==> src/rtl/hour_counter.sv <==
// Hours stage of the clock chain: 0-23 hour register stepped by the minute carry or by the set button,
// with auto-repeat while the button is held, a day-carry pulse on counted wraps, and BCD display outputs.
module hour_counter #(
   parameter int unsigned REPEAT_DELAY = 50_000_000,
   parameter int unsigned REPEAT_RATE  = 12_500_000
) (
   input  logic       clk,
   input  logic       reset,
   input  logic       min_carry,
   input  logic       set_mode,
   input  logic       inc_btn,
   input  logic       fmt_12h,
   output logic [4:0] hour,
   output logic [3:0] hour_tens,
   output logic [3:0] hour_ones,
   output logic       pm,
   output logic       carry_day
);

   // state   | meaning
   // ST_RUN  | hour advances on each minute-carry rising edge
   // ST_SET  | carries discarded; waiting for an inc_btn press
   // ST_HOLD | button held after a press; auto-repeat timing active
   typedef enum logic [1:0] {ST_RUN, ST_SET, ST_HOLD} state_t;

   state_t      state_q, state_d;
   logic [4:0]  hour_q, hour_d;
   logic        cday_q, cday_d;
   logic        carry_prev_q;
   logic        btn_prev_q;
   logic [31:0] cnt_q, cnt_d;
   logic        rep_q, rep_d;

   logic        carry_rise;
   logic        btn_rise;
   logic [4:0]  hour_step;
   logic [31:0] cnt_inc;
   logic        auto_step;
   logic [4:0]  disp;

   assign carry_rise = min_carry & ~carry_prev_q;
   assign btn_rise   = inc_btn & ~btn_prev_q;
   assign hour_step  = (hour_q == 5'd23) ? 5'd0 : hour_q + 5'd1;
   assign cnt_inc    = cnt_q + 32'd1;
   // The first auto-step waits the long delay; rep_q marks that repeat cadence has begun.
   assign auto_step  = rep_q ? (cnt_inc == REPEAT_RATE) : (cnt_inc == REPEAT_DELAY - 32'd1);

   always_ff @(posedge clk) begin
      if (reset) begin
         state_q      <= ST_RUN;
         hour_q       <= 5'd0;
         cday_q       <= 1'b0;
         carry_prev_q <= 1'b1;
         btn_prev_q   <= 1'b0;
         cnt_q        <= 32'd0;
         rep_q        <= 1'b0;
      end else begin
         state_q      <= state_d;
         hour_q       <= hour_d;
         cday_q       <= cday_d;
         carry_prev_q <= min_carry;
         btn_prev_q   <= inc_btn;
         cnt_q        <= cnt_d;
         rep_q        <= rep_d;
      end
   end

   always_comb begin
      state_d = state_q;
      hour_d  = hour_q;
      cday_d  = 1'b0;
      cnt_d   = cnt_q;
      rep_d   = rep_q;
      case (state_q)
         ST_RUN: begin
            if (carry_rise) begin
               hour_d = hour_step;
               cday_d = (hour_q == 5'd23);
            end
            if (set_mode) state_d = ST_SET;
         end
         ST_SET: begin
            if (!set_mode) begin
               state_d = ST_RUN;
            end else if (btn_rise) begin
               hour_d  = hour_step;
               cnt_d   = 32'd0;
               rep_d   = 1'b0;
               state_d = ST_HOLD;
            end
         end
         ST_HOLD: begin
            if (!set_mode) begin
               state_d = ST_RUN;
               cnt_d   = 32'd0;
            end else if (!inc_btn) begin
               state_d = ST_SET;
               cnt_d   = 32'd0;
            end else if (auto_step) begin
               hour_d = hour_step;
               cnt_d  = 32'd0;
               rep_d  = 1'b1;
            end else begin
               cnt_d = cnt_inc;
            end
         end
         default: state_d = ST_RUN;
      endcase
   end

   // 12 h mode shows midnight and noon as 12.
   always_comb begin
      disp = hour_q;
      if (fmt_12h) begin
         if (hour_q == 5'd0 || hour_q == 5'd12) disp = 5'd12;
         else if (hour_q > 5'd12)               disp = hour_q - 5'd12;
      end
      if (disp >= 5'd20) begin
         hour_tens = 4'd2;
         hour_ones = 4'(disp - 5'd20);
      end else if (disp >= 5'd10) begin
         hour_tens = 4'd1;
         hour_ones = 4'(disp - 5'd10);
      end else begin
         hour_tens = 4'd0;
         hour_ones = 4'(disp);
      end
   end

   assign hour      = hour_q;
   assign pm        = (hour_q >= 5'd12);
   assign carry_day = cday_q;

endmodule

==> config.mk <==
export PLATFORM = sky130hd
export DESIGN_NAME = hour_counter
export DESIGN_NICKNAME = d
export VERILOG_FILES = /design/src/rtl/hour_counter.sv
export SDC_FILE = /design/constraint.sdc
export NUM_CORES = 1
export LEC_CHECK = 0
export CELL_PAD_IN_SITES_DETAIL_PLACEMENT = 0
export CELL_PAD_IN_SITES_GLOBAL_PLACEMENT = 1
export CORE_UTILIZATION = 35
export DETAILED_ROUTE_END_ITERATION = 16
export PLACE_DENSITY = 0.63
export SYNTH_ARGS = -nofsm -noshare
export SYNTH_HDL_FRONTEND = slang
export SYNTH_SLANG_ARGS = --single-unit
==> constraint.sdc <==
create_clock -name clk -period 6 [get_ports clk]
set_input_delay 1.2 -clock clk [delete_from_list [all_inputs] [get_ports clk]]
set_output_delay 1.2 -clock clk [all_outputs]
set_load 0.02 [all_outputs]
==> metrics, run 1 <==
status=finished clean; worst path arrival time=3860 ps; Yosys warning count=0; PostCTS Resize Cnt=0; Switching Share=29.96%; post-synthesis sequential area ratio=26.94%; Total Routing Usage GR=19.92%; PwrDens=169.3 nW/um^2; GP Congestion=0.8589; # hold bufs at CTS=0; GRT overflow=0; routed vias=3285; Clock Path Buffers=2; initial core utilization=36.46%; post-route setup TNS=0 ps; endpoint type of the worst setup path=output port; Int Power=413.5 uW; Synth top cells by count=nand2_1, dfxtp_1, nand3_1; Post-Syn Area=3196 sq um; DRC Markers=0; family with the most delay on the worst path=buffers and inverters; Core Rows=34; Worst Path Buf+Inv=3; Ant. Diodes=0; CP Max Fanout=8; vias per cell=6.129; crit-path max cell delay=620 ps; WL per Instance=17.65 um; # IOs=21; Sink Count=43; share of cells above drive strength 1=5.374%; GR met3 Demand/Resource=2.806%; Reg2Reg Setup Slack=1710 ps; Area growth syn-to-layout=9.162%; EDFF count, synth=0; Clock Power Share=34.1%; Core Util, Final=39.81%; Worst path slowest cell=clkdlybuf4s50_1; Most used DFF post-synth=dfxtp_1; # Post-CTS Setup Buffers=0; LEAKAGE=1.149 nW; Hold Path Stages=1; Post-Place Cells=528; Data required, critical path=4800 ps; Slew Limit Headroom=32.76%; final wirelength=9.461 mm; fmax=197.7 MHz; CTS root buf=clkbuf_8; cts bufs inserted=5; period utilization=84.32%; synth top area cells=dfxtp_1, nand2_1, nand3_1, a31oi_1, o21ai_0; CP Depth=11; Synth Register Bits=43; Seq pwr share=49.9%; DRT Pass-1 Iters=5; worst vdd ir=0.00006408 V; maximum number of pins on one net before global-route repair=35; RSZ-0062 raised after global routing=no; Post-Layout Inst Area=3488 sq um; share of flip-flops with an asynchronous set or reset=0%; antenna violations before repair=0; Pins Over Slew Limit=0; cell taking the most area after synthesis=dfxtp_1; cell with the most instances after synthesis=nand2_1; Switch Pwr=176.9 uW; CP Launch Type=primary input; synthesized instance count=430; pre-CTS WS=981.4 ps; core box area=8763 sq um; clock skew=7.295 ps; vias in the first global route=2943; WS Path Type=in -> out; combinational power share=16.0%; Worst Hold Class=reg -> reg; post-route antenna net violation count=0; Max-cap violations=0; # nets final=442; number of DRC markers in iteration 0=222; Final Hold Viols=0; htree depth=2; Final WS setup=940.7 ps; PortBufs=18; depth of the most critical reg-to-reg path=9; area share of the largest cell type after synthesis=26.94%; Synth cell types=63; Die H=97.55 um; hpwl dp=6.874 mm; Finished Layout Cells=536; syn avg cell area=7.432 sq um; Die W=97.55 um; clock latency on the worst-skew pair=310 ps; Period minus WS final=5059 ps; Worst-path clk slew=100 ps; met2 usage=32.38%; first-pass GRT wire length=15.41 mm; post-place instance area=3395 sq um; CTS tree=done; die area=9516 sq um; crit path cell chain=clkdlybuf4s50_1, o21ai_0, xnor2_1, and2_1, ha_1, inv_1, a21oi_1, o21ai_0, nor2b_1, xnor2_1, clkdlybuf4s50_1; most used routing layer=met2; # setup viols final=0; met1 global-route usage=27.49%; worst slew pin tran=1003 ps
[path summary, 6_finish.rpt]
kind / from / to
max: fmt_12h / hour_ones[1]
min reg2reg: cnt_q[24] / cnt_q[24]
max reg2reg: cnt_q[0] / cnt_q[9]
min: cnt_q[24] / cnt_q[24]
[power groups by stage]
| stage | logic (mW) | clock network, mW | registers, mW |
|---|---|---|---|
| after floorplan | 0.0602 | 0 | 0.300 |
| after global placement | 0.0937 | 0 | 0.301 |
| after detailed placement | 0.0951 | 0 | 0.301 |
| after CTS | 0.0954 | 0.206 | 0.295 |
| after global routing | 0.104 | 0.219 | 0.296 |
| final | 0.0945 | 0.201 | 0.295 |
[metrics by stage]
| step | hold slack, ps | power, mW |
|---|---|---|
| detailed placement | 500.5 | 0.3965 |
| finish | 518.5 | 0.5904 |
| global route | 529.3 | 0.6190 |
| global placement | 503.7 | 0.3951 |
| CTS | 516.8 | 0.5963 |
| floorplan | 455.4 | 0.3606 |
[cells in the final DEF (no fill, tap or decap), types with 3 or more instances in the layout]
cell             instances
a21oi_1                 22
a22o_1                   3
a22oi_1                  4
a311oi_1                 3
a31oi_1                 21
and2_1                   7
and3_1                   8
and4_1                   8
clkbuf_8                 5
clkdlybuf4s50_1         18
dfxtp_1                 43
ha_1                     9
inv_1                   19
mux2i_1                  5
nand2_1                 44
nand2b_1                 5
nand3_1                 28
nand4_1                 15
nor2_1                  25
nor2b_1                  6
nor3_1                  12
nor4_1                   9
o2111ai_1                4
o211ai_1                 4
o21a_1                   3
o21ai_0                 23
o31a_1                   3
o31ai_1                  7
or2_2                    3
or3_1                    4
or4_1                    4
xnor2_1                  7
xor2_1                   5
[final cells by class]
type / count / area, sq um
flip-flops and latches: 43 / 860.8
fillers: 935 / 5275
inverters: 19 / 71.32
repair buffers: 20 / 195.2
well taps: 108 / 135.1
clock inverters: 3 / 25.02
multi-input cells: 338 / 2132
clock buffers: 5 / 68.82
[routing by layer]
metal  up-vias  share of wire (%)
met5         -                  0
met4         0                1.6
met3        13                4.3
met2        89                 46
met1      1569                 48
li1       1614                  -
[sequential cells by signal (all words and copies together) (netlist names)]
register / cells
btn_prev_q: 1
state_q: 2
cnt_q: 32
hour: 5
rep_q: 1
carry_day: 1
carry_prev_q: 1
[cell families after synthesis]
kind of cell	Yosys count	synth area share, %
flops	43	26.94
mux	6	1.919
simple gates	188	31.99
xor+xnor	12	3.289
other cells	1	0.1174
fa+ha+maj	9	3.524
buf+inv	50	6.460
compound gates	121	25.76
Power figures use the tool's default switching activity.
==> run 2: changes to the inputs <==
==> constraint.sdc (replaced) <==
create_clock -name clk -period 5.31 [get_ports clk]
set_input_delay 1.062 -clock clk [delete_from_list [all_inputs] [get_ports clk]]
set_output_delay 1.062 -clock clk [all_outputs]
set_load 0.02 [all_outputs]
==> run 2 against run 1 <==
Net effect: highest routed layer unchanged; sequential power rose by 13%; cell area rose by 1.4%; clock skew barely moved; non-clock buffer count rose by 1; global-route usage rose by 0.36 points; wire length rose by 1.6%.
==> metrics, run 2 (synthesis gave the netlist of run 1 again) <==
clock latency on the worst-skew pair=300 ps; hpwl dp=6.931 mm; share of cells above drive strength 1=5.594%; cts bufs inserted=5; CP Max Fanout=8; combinational power share=14.2%; # hold bufs at CTS=0; most flop-heavy register=cnt_q; Slew Limit Headroom=28.92%; endpoint type of the worst setup path=output port; worst path arrival time=3770 ps; PostCTS Resize Cnt=0; first-pass GRT wire length=15.46 mm; # setup viols final=0; vias per cell=6.063; maximum number of pins on one net before global-route repair=35; depth of the most critical reg-to-reg path=9; Die W=97.55 um; RR Startpoint=cnt_q[0]; Switching Share=25.49%; Total Routing Usage GR=20.29%; fmax=207.1 MHz; Int Power=560.6 uW; die area=9516 sq um; worst vdd ir=0.0001145 V; Clock Path Buffers=2; period utilization=90.92%; Ant. Diodes=0; post-route setup TNS=0 ps; LEAKAGE=1.174 nW; # nets final=443; WL per Instance=17.91 um; Max-cap violations=0; DRT Pass-1 Iters=7; Sink Count=43; # Post-CTS Setup Buffers=0; Filler cells=958; CP Launch Type=primary input; Die H=97.55 um; CTS root buf=clkbuf_8; Core Rows=34; core box area=8763 sq um; Data required, critical path=4250 ps; routed vias=3256; commonest non-fill, non-tap cell in the layout=nand2_1; Critical path origin=fmt_12h; post-route antenna net violation count=0; max reg flops=32; Period minus WS final=4828 ps; antenna violations before repair=0; hold_sp=carry_prev_q; Worst-path clk slew=90 ps; DRC Markers=0; Final Hold Viols=0; Reg2Reg Setup Slack=970 ps; vias in the first global route=2952; CTS tree=done; status=finished clean; initial core utilization=36.46%; most frequent cells in the layout=nand2_1, dfxtp_1, nand3_1; clock skew=7.390 ps; GP Congestion=0.8620; WS Path Type=in -> out; worst slew pin tran=1060 ps; Clock Power Share=41.6%; RSZ-0062 raised after global routing=no; htree depth=2; PwrDens=212.6 nW/um^2; Worst Hold Class=reg -> reg; number of DRC markers in iteration 0=224; PortBufs=18; Core Util, Final=40.38%; Pins Over Slew Limit=0; Area growth syn-to-layout=10.73%; Switch Pwr=191.8 uW; final wirelength=9.617 mm; GRT overflow=0; # IOs=21; Seq pwr share=44.2%; Hold Path Stages=2
## run 2: cell count changes in the layout (fill, tap and decap cells not counted), sizes merged
cell    before  now
buf          2    3
clkinv       2    0
bufinv       0    2
## run 2: path summary, 6_finish.rpt
check	end
hold reg to reg	carry_day
setup reg to reg	cnt_q[19]
hold / removal	carry_day
setup / recovery	hour_ones[1]
## run 2: layer usage
metal	up-vias	GRT usage (%)	wire length [um]	part of all wire, %
met1	1544	28.09	4564	47
met2	90	33.35	4521	47
met3	9	2.446	421	4.4
met4	0	4.977	109	1.1
met5	-	0	0	0
li1	1613	-	-	-
## run 2: area by class of cell
cell class	count	area, sq um	share of cell area (%)
Clock buffer	5	68.82	1.945
Tap cell	108	135.1	3.819
Clock inverter	3	67.56	1.909
Timing Repair Buffer	21	202.7	5.728
Multi-Input combinational cell	338	2132	60.25
Inverter	19	71.32	2.016
Sequential cell	43	860.8	24.33
## run 2: critical path, cell delays in order
cell and delay (ps):
clkdlybuf4s50_1 520, o21ai_0 150, xnor2_1 150, and2_1 240, ha_1 220, inv_1 70, a21oi_1 40, o21ai_0 270
nor2b_1 260, xnor2_1 150, clkdlybuf4s50_1 620
## run 2: power by group through the flow
stage / Sequential, mW / Clock, mW / Combinational (mW)
floorplan: 0.339 / 0 / 0.0680
global placement: 0.341 / 0 / 0.106
detailed placement: 0.341 / 0 / 0.108
CTS: 0.333 / 0.324 / 0.108
global route: 0.334 / 0.337 / 0.117
finish: 0.333 / 0.313 / 0.107
## run 2: metrics by stage
step	cells	power (mW)	hold slack (ps)	cell area, sq um	setup slack, ps
6_report	537	0.7524	528.1	3538	482.0
5_1_grt	537	0.7883	552.0	3538	279.7
4_1_cts	537	0.7646	528.0	3538	486.4
3_5_place_dp	529	0.4483	491.0	3402	504.1
3_3_place_gp	529	0.4465	497.1	3402	609.1
2_1_floorplan	431	0.4075	455.4	3199	1173
